==> config.mk <==
export PLATFORM = sky130hd
export DESIGN_NAME = uart_tx_fifo_drain
export DESIGN_NICKNAME = d
export VERILOG_FILES = /design/src/rtl/uart_tx_fifo_drain.sv
export SDC_FILE = /design/constraint.sdc
export NUM_CORES = 1
export LEC_CHECK = 0
export ABC_AREA = 1
export CELL_PAD_IN_SITES_DETAIL_PLACEMENT = 0
export CELL_PAD_IN_SITES_GLOBAL_PLACEMENT = 1
export CORE_ASPECT_RATIO = 2
export CORE_UTILIZATION = 40
export CTS_CLUSTER_SIZE = 40
export DETAILED_ROUTE_END_ITERATION = 10
export PLACE_DENSITY_LB_ADDON = 0.1
export RECOVER_POWER = 100
export SETUP_SLACK_MARGIN = 0.15
export SKIP_CTS_REPAIR_TIMING = 1
export SYNTH_ARGS = -nofsm -noshare
export SYNTH_HDL_FRONTEND = slang
export SYNTH_SLANG_ARGS = --single-unit
==> constraint.sdc <==
create_clock -name clk -period 1.92 [get_ports clk]
set_input_delay 0.192 -clock clk [delete_from_list [all_inputs] [get_ports clk]]
set_output_delay 0.192 -clock clk [all_outputs]
set_load 0.005 [all_outputs]
==> src/rtl/uart_tx_fifo_drain.sv <==
// UART transmit serializer draining a first-word-fall-through TX FIFO.
// Frames are start, 8 data bits LSB first, optional parity, one stop bit.
module uart_tx_fifo_drain #(
  parameter int unsigned clk_per_bit = 868,
  parameter string       parity_mode = "none"
) (
  input  logic       clk,
  input  logic       rst,
  output logic       fifo_ren,
  input  logic [7:0] fifo_dout,
  input  logic       fifo_empty_n,
  output logic       tx,
  output logic       tx_busy,
  output logic       tx_done
);

  localparam logic        par_en   = (parity_mode != "none");
  localparam logic        par_odd  = (parity_mode == "odd");
  localparam logic [15:0] baud_max = 16'(clk_per_bit - 1);

  typedef enum logic [2:0] {
    S_IDLE,
    S_START,
    S_DATA,
    S_PARITY,
    S_STOP
  } state_t;

  state_t      state_q, state_d;
  logic [15:0] baud_q, baud_d;
  logic [2:0]  bit_q, bit_d;
  logic [7:0]  shreg_q, shreg_d;
  logic        par_q, par_d;
  logic        tx_q, tx_d;
  logic        bit_end;
  logic        pop;

  always_comb begin
    bit_end = (baud_q == baud_max);
    pop     = fifo_empty_n &&
              ((state_q == S_IDLE) ||
               ((state_q == S_STOP) && bit_end));
    state_d = state_q;
    baud_d  = 16'd0;
    bit_d   = bit_q;
    shreg_d = shreg_q;
    par_d   = par_q;
    tx_d    = tx_q;
    if (state_q != S_IDLE && !bit_end) begin
      baud_d = baud_q + 16'd1;
    end
    unique case (state_q)
      S_IDLE: begin
        tx_d = 1'b1;
      end
      S_START: begin
        if (bit_end) begin
          tx_d    = shreg_q[0];
          state_d = S_DATA;
        end
      end
      S_DATA: begin
        if (bit_end) begin
          bit_d = bit_q + 3'd1;
          if (bit_q == 3'd7) begin
            if (par_en) begin
              tx_d    = par_q;
              state_d = S_PARITY;
            end else begin
              tx_d    = 1'b1;
              state_d = S_STOP;
            end
          end else begin
            shreg_d = {1'b0, shreg_q[7:1]};
            tx_d    = shreg_q[1];
          end
        end
      end
      S_PARITY: begin
        if (bit_end) begin
          tx_d    = 1'b1;
          state_d = S_STOP;
        end
      end
      S_STOP: begin
        if (bit_end) begin
          state_d = S_IDLE;
        end
      end
      default: begin
        tx_d    = 1'b1;
        state_d = S_IDLE;
      end
    endcase
    // A pop overrides everything: latch the head and start a new frame.
    if (pop) begin
      shreg_d = fifo_dout;
      par_d   = (^fifo_dout) ^ par_odd;
      tx_d    = 1'b0;
      state_d = S_START;
      baud_d  = 16'd0;
      bit_d   = 3'd0;
    end
  end

  always_ff @(posedge clk) begin
    if (rst) begin
      state_q <= S_IDLE;
      baud_q  <= 16'd0;
      bit_q   <= 3'd0;
      shreg_q <= 8'd0;
      par_q   <= 1'b0;
      tx_q    <= 1'b1;
    end else begin
      state_q <= state_d;
      baud_q  <= baud_d;
      bit_q   <= bit_d;
      shreg_q <= shreg_d;
      par_q   <= par_d;
      tx_q    <= tx_d;
    end
  end

  assign fifo_ren = pop && !rst;
  assign tx       = tx_q;
  assign tx_busy  = (state_q != S_IDLE) && !rst;
  assign tx_done  = (state_q == S_STOP) && bit_end && !rst;

endmodule

-- Word-level counts from Yosys, hierarchy flattened
Index checks and enable logic that the tools add are counted.
- register bits: 31
- output and inout port bits: 4
- logic and storage cells: 66
- add/sub/neg operators: 2
- equality and inequality tests: 19
- muxes and demuxes: 17
- bitwise operators: 2
- reduce and logical (&&, ||, !) cells: 20
- operators by type and width (cell ; count):
    $mux W8 ; 4
    $add A16 B1 Y16 const B ; 1
    $eq A16 B10 Y1 const B ; 1
    $ne A2 B2 Y1 const B ; 8
    $mux W3 ; 5
    $ne A3 B3 Y1 const B ; 5
    $pmux W3 S5 ; 1
    $reduce_and A6 Y1 ; 2
    $eq A3 B2 Y1 const B ; 2
    $eq A3 B3 Y1 const B ; 2
    $logic_and A1 B1 Y1 ; 6
    $mux W1 ; 6
    $pmux W1 S4 ; 1
    $reduce_and A4 Y1 ; 1
    $reduce_bool A2 Y1 ; 2
    $add A3 B1 Y3 const B ; 1
    $eq A3 B1 Y1 const B ; 1
    $logic_not A3 Y1 ; 1
    $reduce_and A3 Y1 ; 1
    $reduce_bool A3 Y1 ; 1
    $reduce_or A3 Y1 ; 1
    $logic_not A1 Y1 ; 2
    $not A1 Y1 ; 2
    $reduce_and A2 Y1 ; 1
    other kinds (2) ; 2

-- Logic depth before layout (Yosys ltp)
- word-level depth: 6
- mapped depth: 12
- depth with buffers taken out: 11

-- Least setup slack after synthesis
OpenSTA, ideal clock, no wires.
- path type: reg-to-reg
- start point: register baud_q[0]
- end point: register baud_q[14]
- arrival time: 1.375 ns
- path slack: 0.425 ns
- stages on the path, launching flop included: 9
- cell sequence: dfxtp_1 ha_1 nand3_1 nor2_2 nand3_1 nor2_2 nand3_1 nor3_1 nor3_1
- longest elaborated chain between the ends: 5
- ends and longest elaborated chain (item ; line ; source):
    start, declared ; 30 ; logic [15:0] baud_q, baud_d;
    start signal, assigned ; 116 ; baud_q <= baud_d;
    parallel branches: the longest is 5 deep, another holds $add A16 B1 Y16 ; n/a ;
Parallel ways; which one is timed is not known.
A chain may end at the register's enable or synchronous reset.

-- Final worst setup path
- start point: register baud_q[0]
- end point: output fifo_ren
- longest elaborated chain between the ends: 5
- ends and longest elaborated chain (item ; line ; source):
    $eq A16 B10 Y1 ; 39 ; bit_end = (baud_q == baud_max);
    $logic_and A1 B1 Y1 ; 42 ; ((state_q == S_STOP) && bit_end));
    $logic_or A1 B1 Y1 ; 41 ; ((state_q == S_IDLE) ||
    $logic_and A1 B1 Y1 ; 40 ; pop = fifo_empty_n &&
    $logic_and A1 B1 Y1 ; 124 ; assign fifo_ren = pop && !rst;
    end, declared ; 9 ; output logic fifo_ren,
Every way passes these cells.

==> results.cfg <==
[clocking]
cts.sinks = 31
cts_buffer_depth = 2
ctsHtreeMaxLevel = 2
insertion_delay_ns = 0.28
numCtsBuffers = 5
cts_tree = done
cts_root_buf = clkbuf_8
clkTransAtPathRegs_ns = 0.06

[setup_path]
cp.arrival_ns = 1.51
required_ns = 1.73
path_class = register to output pin
end_kind = output pin
crit_path_top_delay_cell = dfxtp_1
critical_path.max_stage_delay_ns = 0.37
crit_fanout = 5
path_delay_family = simple AND/OR/NAND/NOR gates
critical_path.cell_chain = ha_4 > nand3_1 > nor2_1 > nand3_2 > nand2_1 > nand2_4 > nor2_2 > dlymetal6s2s_1
critPathLaunchType = register
path_buf_inv = 1

[sta]
finalMaxSlewViolations = 0
max_freq_mhz = 588.8
fin_crit_sh = 0.8846
finalHoldViolations = 0
worst_slew_pin_slew_ns = 0.3174
rsz0062_at_grt = no
period_minus_slack_ns = 1.698
layout_setup_ws_ns = 0.2215
skew_ns = 0.007296
fin_setup_tns_ns = 0
whs_ns = 0.4704
setup_violations = 0
timing.slew.headroom = 0.7876

[placement]
dp_cells = 316
hpwl_um = 3177
globalplace.congestion = 0.8252
dpl_worst_slack_ns = 0.06358
numPortBuffers = 14

[global_routing]
grt_pass1_wl_um = 6651
grt_antenna_before_repair = 0
grt-ovfl-total = 0
globalRouteTotalUtil = 0.2109
grt_pass1_vias = 1624
grt_max_degree = 14

[route]
wirelength_um = 3999
dr.pass1.iters = 4
drt_iter0_drc = 19
viasPerCell = 4.969
via_count = 1605
wl_per_cell_um = 12.38
final_antenna_net_count = 0
drc = 0

[synthesis]
synth_compound_area_frac = 0.09792
yosysTopAreaCell = dfxtp_1
synthMuxAreaShare = 0
synthTopCellsByArea = dfxtp_1 38%, nand2_1 11%, nand3_1 8.3%, inv_1 6.7%, nor2_1 5.3%
yosysSeqAreaShare = 0.3824
syn_inst = 237
synth_cell_types = 27
netlist_area_um2 = 1623
synth_adder_area_share = 0.02313
yosys.area_share.simple = 0.3763
synth_top_area_share = 0.3824
synth_top_family_by_area = simple AND/OR/NAND/NOR gates
synth_nets = 251
synth-seq-cells = 31
yosysWarningCount = 0
synth-xor-area-share = 0.02159
syn_area_per_cell_um2 = 6.847

[power]
power.internal_mw = 1.047
p_seq_frac = 0.483
p_sw_frac = 0.2616
p_leak_nw = 0.8658
total_power_mw = 1.418
powerDensity_nw_per_um2 = 693.6
vdd_drop_max_v = 0.0005476
p_sw_uw = 371.0
clkPwrFrac = 0.364
comb_power_share = 0.153

[floorplanning]
die_area_um2 = 4331
die_h_um = 92.08
ioPinCount = 15
core_area_um2 = 3884
dieWidth_um = 47.04
rows = 32
start_util = 0.4178

[run_status]
status = completed

[layout]
area_delta_synth_final_pct = 25.98
post_route_cells_drive_above_1_share = 0.1654
layout.cells.non_filler = 323
num_antenna_cells = 0
nets = 286

[min_path]
worstHoldPathType = register to register

[job]
drv_cap = 0
final cells by class:
cell class	instances	area (um2)
clock inverters	1	5.005
well taps	51	63.81
fillers	445	1839
repair buffers	32	280.3
clock buffers	6	82.58
flip-flops and latches	31	623.1
inverters	36	135.1
multi-input cells	166	854.6
through the flow:
step | cell area, um2 | utilization
detailed placement | 1937 | 0.4987
finish | 2044 | 0.5264
global route | 2044 | 0.5264
CTS | 2024 | 0.5213
global placement | 1937 | 0.4987
floorplan | 1623 | -
tightest hold or removal path, cell delays in order (launching register included):
cell and delay (ns):
dfxtp_1 0.32, nand2_1 0.06, a21oi_1 0.05
path summary, 6_finish.rpt:
check	to	start	slack [ns]	cells after the start
hold / removal	bit_q[2]	bit_q[2]	0.47	2
hold reg to reg	bit_q[2]	bit_q[2]	0.47	2
setup / recovery	fifo_ren	baud_q[0]	0.22	8
setup reg to reg	shreg_q[5]	baud_q[0]	0.24	11
state kept, by name (all words and copies together) (netlist names):
register / cells
tx: 1
state_q: 3
bit_q: 3
baud_q: 16
shreg_q: 8
synth_stat cells, drive strengths merged:
| master | count |
|---|---|
| nand2 | 50 |
| inv | 34 |
| dfxtp | 31 |
| nor2 | 31 |
| nand3 | 30 |
| a21oi | 17 |
| o21ai | 10 |
| nand4 | 8 |
| nor3 | 8 |
| buf | 3 |
| ha | 3 |
| clkinv | 2 |
| xnor2 | 2 |
| xor2 | 2 |
| a31o | 1 |
| clkbuf | 1 |
| nor3b | 1 |
| nor4 | 1 |
| o211ai | 1 |
| o21a | 1 |
placed cells by master (no fill, tap or decap), drive strengths merged, types with 2 or more instances in the layout:
cell,netlist,routed
nand2,50,50
a21oi,17,17
ha,3,3
clkbuf,1,8
clkdlybuf4s50,0,10
inv,34,34
clkinv,2,3
nand4,8,8
nor3,8,8
buf,3,16
dfxtp,31,31
xnor2,2,2
xor2,2,2
nor2,31,31
dlymetal6s2s,0,2
o21ai,10,10
nand3,30,30
kinds of logic after synthesis:
group / Yosys count
xor gates and xnor gates: 4
and+or+nand+nor: 129
DFF: 31
AOI/OAI and AO/OA: 30
adders and majority gates: 3
buffers and inverters: 40
power groups by stage:
stage	clock (mW)	sequential, mW	combinational [mW]
after floorplan	0	0.697	0.132
after global placement	0	0.698	0.228
after detailed placement	0	0.698	0.228
after CTS	0.538	0.683	0.230
after global routing	0.558	0.687	0.250
final	0.516	0.685	0.218
metal layers:
layer	vias up	share of wire	track usage
met1	720	0.37	0.1812
met2	28	0.56	0.4051
met4	0	0.041	0.1095
met5	-	0	0
li1	844	-	-
met3	13	0.031	0.03937
Note: power is estimated with default switching activity, not from simulation.
